### config.mk
export PLATFORM = sky130hd
export DESIGN_NAME = spi_reg_bank_flat
export DESIGN_NICKNAME = d
export VERILOG_FILES = /design/src/rtl/spi_pkg.sv /design/src/rtl/spi_reg_bank_if.sv /design/src/rtl/spi_miso_shifter.sv /design/src/rtl/spi_reg_bank.sv /design/src/flat_wrapper.sv
export SDC_FILE = /design/constraint.sdc
export NUM_CORES = 1
export LEC_CHECK = 0
export CORE_UTILIZATION = 30
export DETAILED_ROUTE_END_ITERATION = 8
export PLACE_DENSITY = 0.56
export SKIP_CTS_REPAIR_TIMING = 1
export SYNTH_ARGS = -nofsm -noshare
export SYNTH_HDL_FRONTEND = slang
export SYNTH_SLANG_ARGS = --single-unit
export TNS_END_PERCENT = 100
### constraint.sdc
create_clock -name spi_clk -period 3.6 [get_ports spi_clk]
set_input_delay 0.54 -clock spi_clk [delete_from_list [all_inputs] [get_ports spi_clk]]
set_output_delay 0.54 -clock spi_clk [all_outputs]
set_load 0.02 [all_outputs]
### src/rtl/spi_pkg.sv
// Shared widths, defaults and helpers for the SPI register bank.
package spi_pkg;

    localparam int unsigned ADDR_W       = 7;
    localparam int unsigned BYTE_W       = 8;
    localparam int unsigned NUM_REGS_DEF = 32;
    localparam logic [BYTE_W-1:0] RST_VAL_DEF = 8'h00;

    typedef logic [ADDR_W-1:0] addr_t;
    typedef logic [BYTE_W-1:0] byte_t;

    // The command stage has already post-incremented addr when a data byte lands.
    function automatic addr_t wr_target(input addr_t a);
        return a - addr_t'(1);
    endfunction

endpackage

### src/rtl/spi_reg_bank_if.sv
// Bus between the SPI address/command stage (master) and the register bank (slave).
interface spi_reg_bank_if;
    import spi_pkg::*;

    logic  cs;
    logic  is_write;
    addr_t addr;
    byte_t wdata;
    logic  wr_stb;
    addr_t wr_addr;
    logic  miso;

    modport master (output cs, is_write, addr, wdata, input wr_stb, wr_addr, miso);
    modport slave  (input cs, is_write, addr, wdata, output wr_stb, wr_addr, miso);

endinterface

### src/rtl/spi_miso_shifter.sv
// MSB-first parallel-load shift register driving miso.
module spi_miso_shifter
    import spi_pkg::*;
(
    input  logic  spi_clk,
    input  logic  rstn,
    input  logic  load,
    input  logic  shift,
    input  byte_t data,
    output logic  miso
);

    byte_t sh_q, sh_d;

    always_comb begin
        sh_d = sh_q;
        if (load) begin
            sh_d = data;
        end else if (shift) begin
            sh_d = {sh_q[BYTE_W-2:0], 1'b0};
        end
    end

    always_ff @(posedge spi_clk or negedge rstn) begin
        if (!rstn) begin
            sh_q <= '0;
        end else begin
            sh_q <= sh_d;
        end
    end

    assign miso = sh_q[BYTE_W-1];

endmodule

### src/rtl/spi_reg_bank.sv
// SPI-addressed register bank with write strobe; serial readback only when
// SPI_READBACK_EN is defined, otherwise miso is tied low.
module spi_reg_bank
    import spi_pkg::*;
#(
    parameter int unsigned NUM_REGS = NUM_REGS_DEF,
    parameter byte_t       RST_VAL  = RST_VAL_DEF
) (
    input  logic                       spi_clk,
    input  logic                       rstn,
    spi_reg_bank_if.slave              bus,
    output logic [NUM_REGS*BYTE_W-1:0] regs_out
);

    logic [2:0] bit_cnt_q, bit_cnt_d;
    logic [1:0] byte_cnt_q, byte_cnt_d;
    logic       wr_stb_q, wr_stb_d;
    addr_t      wr_addr_q, wr_addr_d;
    byte_t      regs_q [NUM_REGS];
    byte_t      regs_d [NUM_REGS];

    logic  load_ev, write_ev, tgt_ok;
    addr_t tgt;

    // A byte boundary after the command byte: edges 9, 17, 25, ...
    assign load_ev  = bus.cs && (bit_cnt_q == 3'd0) && (byte_cnt_q != 2'd0);
    assign write_ev = load_ev && (byte_cnt_q == 2'd2) && bus.is_write;
    assign tgt      = wr_target(bus.addr);
    assign tgt_ok   = 32'(tgt) < NUM_REGS;

    always_comb begin
        bit_cnt_d  = '0;
        byte_cnt_d = '0;
        wr_stb_d   = 1'b0;
        wr_addr_d  = wr_addr_q;
        regs_d     = regs_q;
        if (bus.cs) begin
            bit_cnt_d  = bit_cnt_q + 3'd1;
            byte_cnt_d = byte_cnt_q;
            if (bit_cnt_q == 3'd7 && byte_cnt_q != 2'd2) begin
                byte_cnt_d = byte_cnt_q + 2'd1;
            end
            if (write_ev && tgt_ok) begin
                wr_stb_d  = 1'b1;
                wr_addr_d = tgt;
                for (int unsigned i = 0; i < NUM_REGS; i++) begin
                    if (tgt == ADDR_W'(i)) regs_d[i] = bus.wdata;
                end
            end
        end
    end

    always_ff @(posedge spi_clk or negedge rstn) begin
        if (!rstn) begin
            bit_cnt_q  <= '0;
            byte_cnt_q <= '0;
            wr_stb_q   <= 1'b0;
            wr_addr_q  <= '0;
            for (int unsigned i = 0; i < NUM_REGS; i++) regs_q[i] <= RST_VAL;
        end else begin
            bit_cnt_q  <= bit_cnt_d;
            byte_cnt_q <= byte_cnt_d;
            wr_stb_q   <= wr_stb_d;
            wr_addr_q  <= wr_addr_d;
            regs_q     <= regs_d;
        end
    end

    always_comb begin
        regs_out = '0;
        for (int unsigned i = 0; i < NUM_REGS; i++) regs_out[BYTE_W*i +: BYTE_W] = regs_q[i];
    end

    assign bus.wr_stb  = wr_stb_q;
    assign bus.wr_addr = wr_addr_q;

`ifdef SPI_READBACK_EN
    byte_t rdata, sh_data;
    logic  sh_load;

    always_comb begin
        rdata = '0;
        for (int unsigned i = 0; i < NUM_REGS; i++) begin
            if (bus.addr == ADDR_W'(i)) rdata = regs_q[i];
        end
    end

    // Loading zero while deselected clears miso without a separate clear input.
    assign sh_load = !bus.cs || (load_ev && !bus.is_write);
    assign sh_data = bus.cs ? rdata : '0;

    spi_miso_shifter u_shifter (
        .spi_clk (spi_clk),
        .rstn    (rstn),
        .load    (sh_load),
        .shift   (bus.cs),
        .data    (sh_data),
        .miso    (bus.miso)
    );
`else
    assign bus.miso = 1'b0;
`endif

endmodule

### src/flat_wrapper.sv
// flat-port wrapper written by rule: the top's interface ports become plain ports
module spi_reg_bank_flat import spi_pkg::*;
#(
    parameter int unsigned NUM_REGS = NUM_REGS_DEF,
    parameter byte_t       RST_VAL  = RST_VAL_DEF
)
  (spi_clk, rstn, regs_out, bus_cs, bus_is_write, bus_addr, bus_wdata, bus_wr_stb, bus_wr_addr, bus_miso);
  spi_reg_bank_if bus_i ();
  input  logic spi_clk;
  input  logic rstn;
  output logic [NUM_REGS*BYTE_W-1:0] regs_out;
  input wire logic [$bits(bus_i.cs)-1:0] bus_cs;
  input wire logic [$bits(bus_i.is_write)-1:0] bus_is_write;
  input wire logic [$bits(bus_i.addr)-1:0] bus_addr;
  input wire logic [$bits(bus_i.wdata)-1:0] bus_wdata;
  output wire logic [$bits(bus_i.wr_stb)-1:0] bus_wr_stb;
  output wire logic [$bits(bus_i.wr_addr)-1:0] bus_wr_addr;
  output wire logic [$bits(bus_i.miso)-1:0] bus_miso;
  assign bus_i.cs = bus_cs;
  assign bus_i.is_write = bus_is_write;
  assign bus_i.addr = bus_addr;
  assign bus_i.wdata = bus_wdata;
  assign bus_wr_stb = bus_i.wr_stb;
  assign bus_wr_addr = bus_i.wr_addr;
  assign bus_miso = bus_i.miso;
  spi_reg_bank #(.NUM_REGS(NUM_REGS), .RST_VAL(RST_VAL)) u_core (.spi_clk(spi_clk), .rstn(rstn), .bus(bus_i), .regs_out(regs_out));
endmodule
==> qor.txt <==
Outcome - finished with violations
Failing checks - design-rule violations
I/O pin count - 284
Clk_skew - 0.0130 ns
EDFF count, synth - 0
Max-Cap Viols - 0
WL final - 30,800 um
DRC Markers - 40
Distinct cells, synth - 42
Initial core utilization - 30.5%
Pre-Repair DR Iteration Count - 6
Starting DRT DRC Count - 257
Post-layout min period - 2.94 ns
Vias in the first global route - 6,861
Die height - 192 um
Post-route clock period utilization - 81.5%
Syn Nets - 714
Post-synth top area cell - dfrtp_1
Max VDD drop - 319 uV
Worst Max-Slew Pin Slew - 1.13 ns
Global Route Usage Sum - 16.4%
# port buffers - 282
Vias per cell - 4.64
Critical path class - in -> reg
Crit-path max cell delay - 0.89 ns
DIE AREA - 37,000 sq um
# setup viols final - 0
Latest clock arrival within the worst-skew pair - 0.56 ns
Synthesized flop and latch total - 269
CTS tree - built
Antenna viol nets, final - 0
Synth top area cells - dfrtp_1 (62%), mux2_2 (27%), nand3_4 (3.2%)
HP Class - in -> async
Total Power - 0.00653 W
FP Rows - 69
Placer Congestion - 0.741
Largest net degree at the start of global routing - 118
DP Area - 14,200 sq um
Critical Path Source Type - input pin
Worst Setup End Kind - flop
Max FO, Critical Path - 8
Top_reg_cell synth - dfrtp_1
Crit path arrival time - 3.37 ns
Clock tree buffer depth - 3
Inserted Clock Buffers - 30
DR vias - 6,797
Hold_ws - 0.0471 ns
Pins over their slew limit - 0
Seq/Total Area, Yosys - 61.9%
Max frequency - 0.341 GHz
RSZ-0062 raised after global routing - no
Slew headroom - 24.6%
Share of cells above drive strength 1 - 36.7%
Syn_area_per_cell - 15.9 sq um
Fill cells - 3,317
Dpl ws - 0.0870 ns
Post-synthesis async set-or-reset flop share - 100%
Clock transition at path regs - 0.07 ns
Layout area overhead - 40.8%
Die W - 192 um
CP Cell Sequence - clkdlybuf4s50_1 > inv_1 > ha_1 > buf_4 > nor2b_1 > a31oi_1 > o22ai_1 > nand3_4 > mux2_2
Initial antenna violation count - 0
Clock sink count - 269
Design area - 15,300 sq um
Power density cells - 426 nW/um^2
Cell Area, Synth - 10,900 sq um
CP max-delay cell - o22ai_1
N_diodes - 0
# nets final - 1,008
WP buf/inv - 3
Synthesized instance count - 685
Endpoints failing hold - 0
Pleak - 7.21 nW
Synth Warn # - 0
R2R Setup Slk - 1.17 ns
Delay-heaviest family, CP - compound AO/OA/AOI/OAI gates
Setup_tns - 0 ns
Clock Tree Root - clkbuf_16
GRT Residual Overflow - 0
Hpwl dp - 20,300 um
Top-area cell type share of the netlist area - 61.9%
Wirelength per Cell - 21.1 um
Core area - 35,700 sq um
H-tree level count - 1
First-pass GRT wire length - 45,000 um
Final worst-path setup slack - 0.664 ns
CP Data Required Time - 4.04 ns
-- synthesized netlist by cell type (4+ instances only) --
cell      instances
buf_2            13
a21oi_1           4
inv_1             9
and3_1            8
nand3_4          20
dfrtp_1         269
and2_1            4
nand3_2           4
nor2b_1           6
nand2_1           7
ha_1             10
mux2_2          257
o22ai_1           6
xnor2_1           4
nor2_1            6
clkbuf_1         25
-- flip-flops by register name, summed over array words and instances (netlist names) --
| signal | count |
|---|---|
| u_core.bit_cnt_q | 3 |
| u_core.bus.wr_addr | 7 |
| u_core.bus.wr_stb | 1 |
| u_core.byte_cnt_q | 2 |
| u_core.regs_out | 256 |
-- worst register-to-register path, stage by stage (launching register included) --
cell       delay, ns
dfrtp_1         0.35
inv_1           0.11
ha_1            0.18
and4b_1         0.24
nand4bb_1       0.13
a22oi_2         0.41
buf_4           0.22
and3_1          0.15
buf_4           0.17
mux2_2          0.34
-- stage by stage --
stage,util (%),instances
global route,42.9,1464
CTS,42.9,1464
global placement,39.9,1408
floorplan,-,685
detailed placement,39.9,1408
finish,42.9,1464
-- logic make-up after synthesis --
| kind of cell | after synthesis | share of synthesized area (%) |
|---|---|---|
| compound gates | 20 | 1.46 |
| xor+xnor | 4 | 0.322 |
| fa+ha+maj | 10 | 1.15 |
| buf+inv | 52 | 2.25 |
| flops | 269 | 61.9 |
| mux | 258 | 26.7 |
| other cells | 1 | 0.0345 |
| simple gates | 71 | 6.18 |
-- path summary, 6_finish.rpt --
| check | startpoint | to | cells after the start |
|---|---|---|---|
| min in group spi_clk | u_core.bit_cnt_q[0] | u_core.bit_cnt_q[0] | 1 |
| max in group asynchronous | rstn | u_core.regs_out[108] | 2 |
| max | bus_addr[1] | u_core.regs_out[174] | 9 |
| min reg2reg | u_core.bit_cnt_q[0] | u_core.bit_cnt_q[0] | 1 |
| min | rstn | u_core.regs_out[254] | 1 |
| max reg2reg | u_core.byte_cnt_q[0] | u_core.regs_out[2] | 9 |
-- cell usage in the layout (no fill, tap or decap), types with 2 or more instances in the layout --
master | netlist | layout
and2_1 | 4 | 4
nand3_2 | 4 | 4
nor3b_1 | 2 | 2
clkinv_2 | 0 | 6
clkbuf_16 | 0 | 30
ha_1 | 10 | 10
nor2_1 | 6 | 6
clkbuf_1 | 25 | 6
and3_1 | 8 | 8
nor2b_1 | 6 | 6
nand3_1 | 2 | 2
dfrtp_1 | 269 | 269
buf_12 | 0 | 3
xnor2_1 | 4 | 4
inv_1 | 9 | 9
mux2_2 | 257 | 257
bufinv_16 | 0 | 5
o22ai_1 | 6 | 6
clkdlybuf4s50_1 | 0 | 273
nor4_1 | 2 | 2
a21oi_1 | 4 | 4
or3_1 | 2 | 2
buf_4 | 2 | 20
nand2_1 | 7 | 7
o21a_1 | 2 | 2
nand3_4 | 20 | 20
buf_2 | 13 | 8
clkbuf_8 | 0 | 6
-- final cells by class --
class / count / area, sq um / area share, %
clock buffers: 42 / 856 / 5.59
clock inverters: 14 / 213 / 1.39
flip-flops and latches: 269 / 6730 / 44.0
repair buffers: 305 / 3000 / 19.6
multi-input cells: 364 / 3900 / 25.5
well taps: 461 / 577 / 3.77
inverters: 9 / 33.8 / 0.221
-- report_power, final --
group / internal [W] / switching (W) / total [W]
sequential: 0.00303 / 0.00000219 / 0.00303
combinational: 0.0000496 / 0.000186 / 0.000235
clock: 0.00201 / 0.00125 / 0.00326
total: 0.00509 / 0.00144 / 0.00653
-- metal layers --
layer,GRT usage (%),vias up,routed length [um]
li1,-,3026,-
met1,22.1,3527,13700
met2,26.1,201,14400
met3,4.29,43,2090
met4,4.03,0,568
met5,0,-,0
No activity file was read; power rests on OpenSTA's default activity.
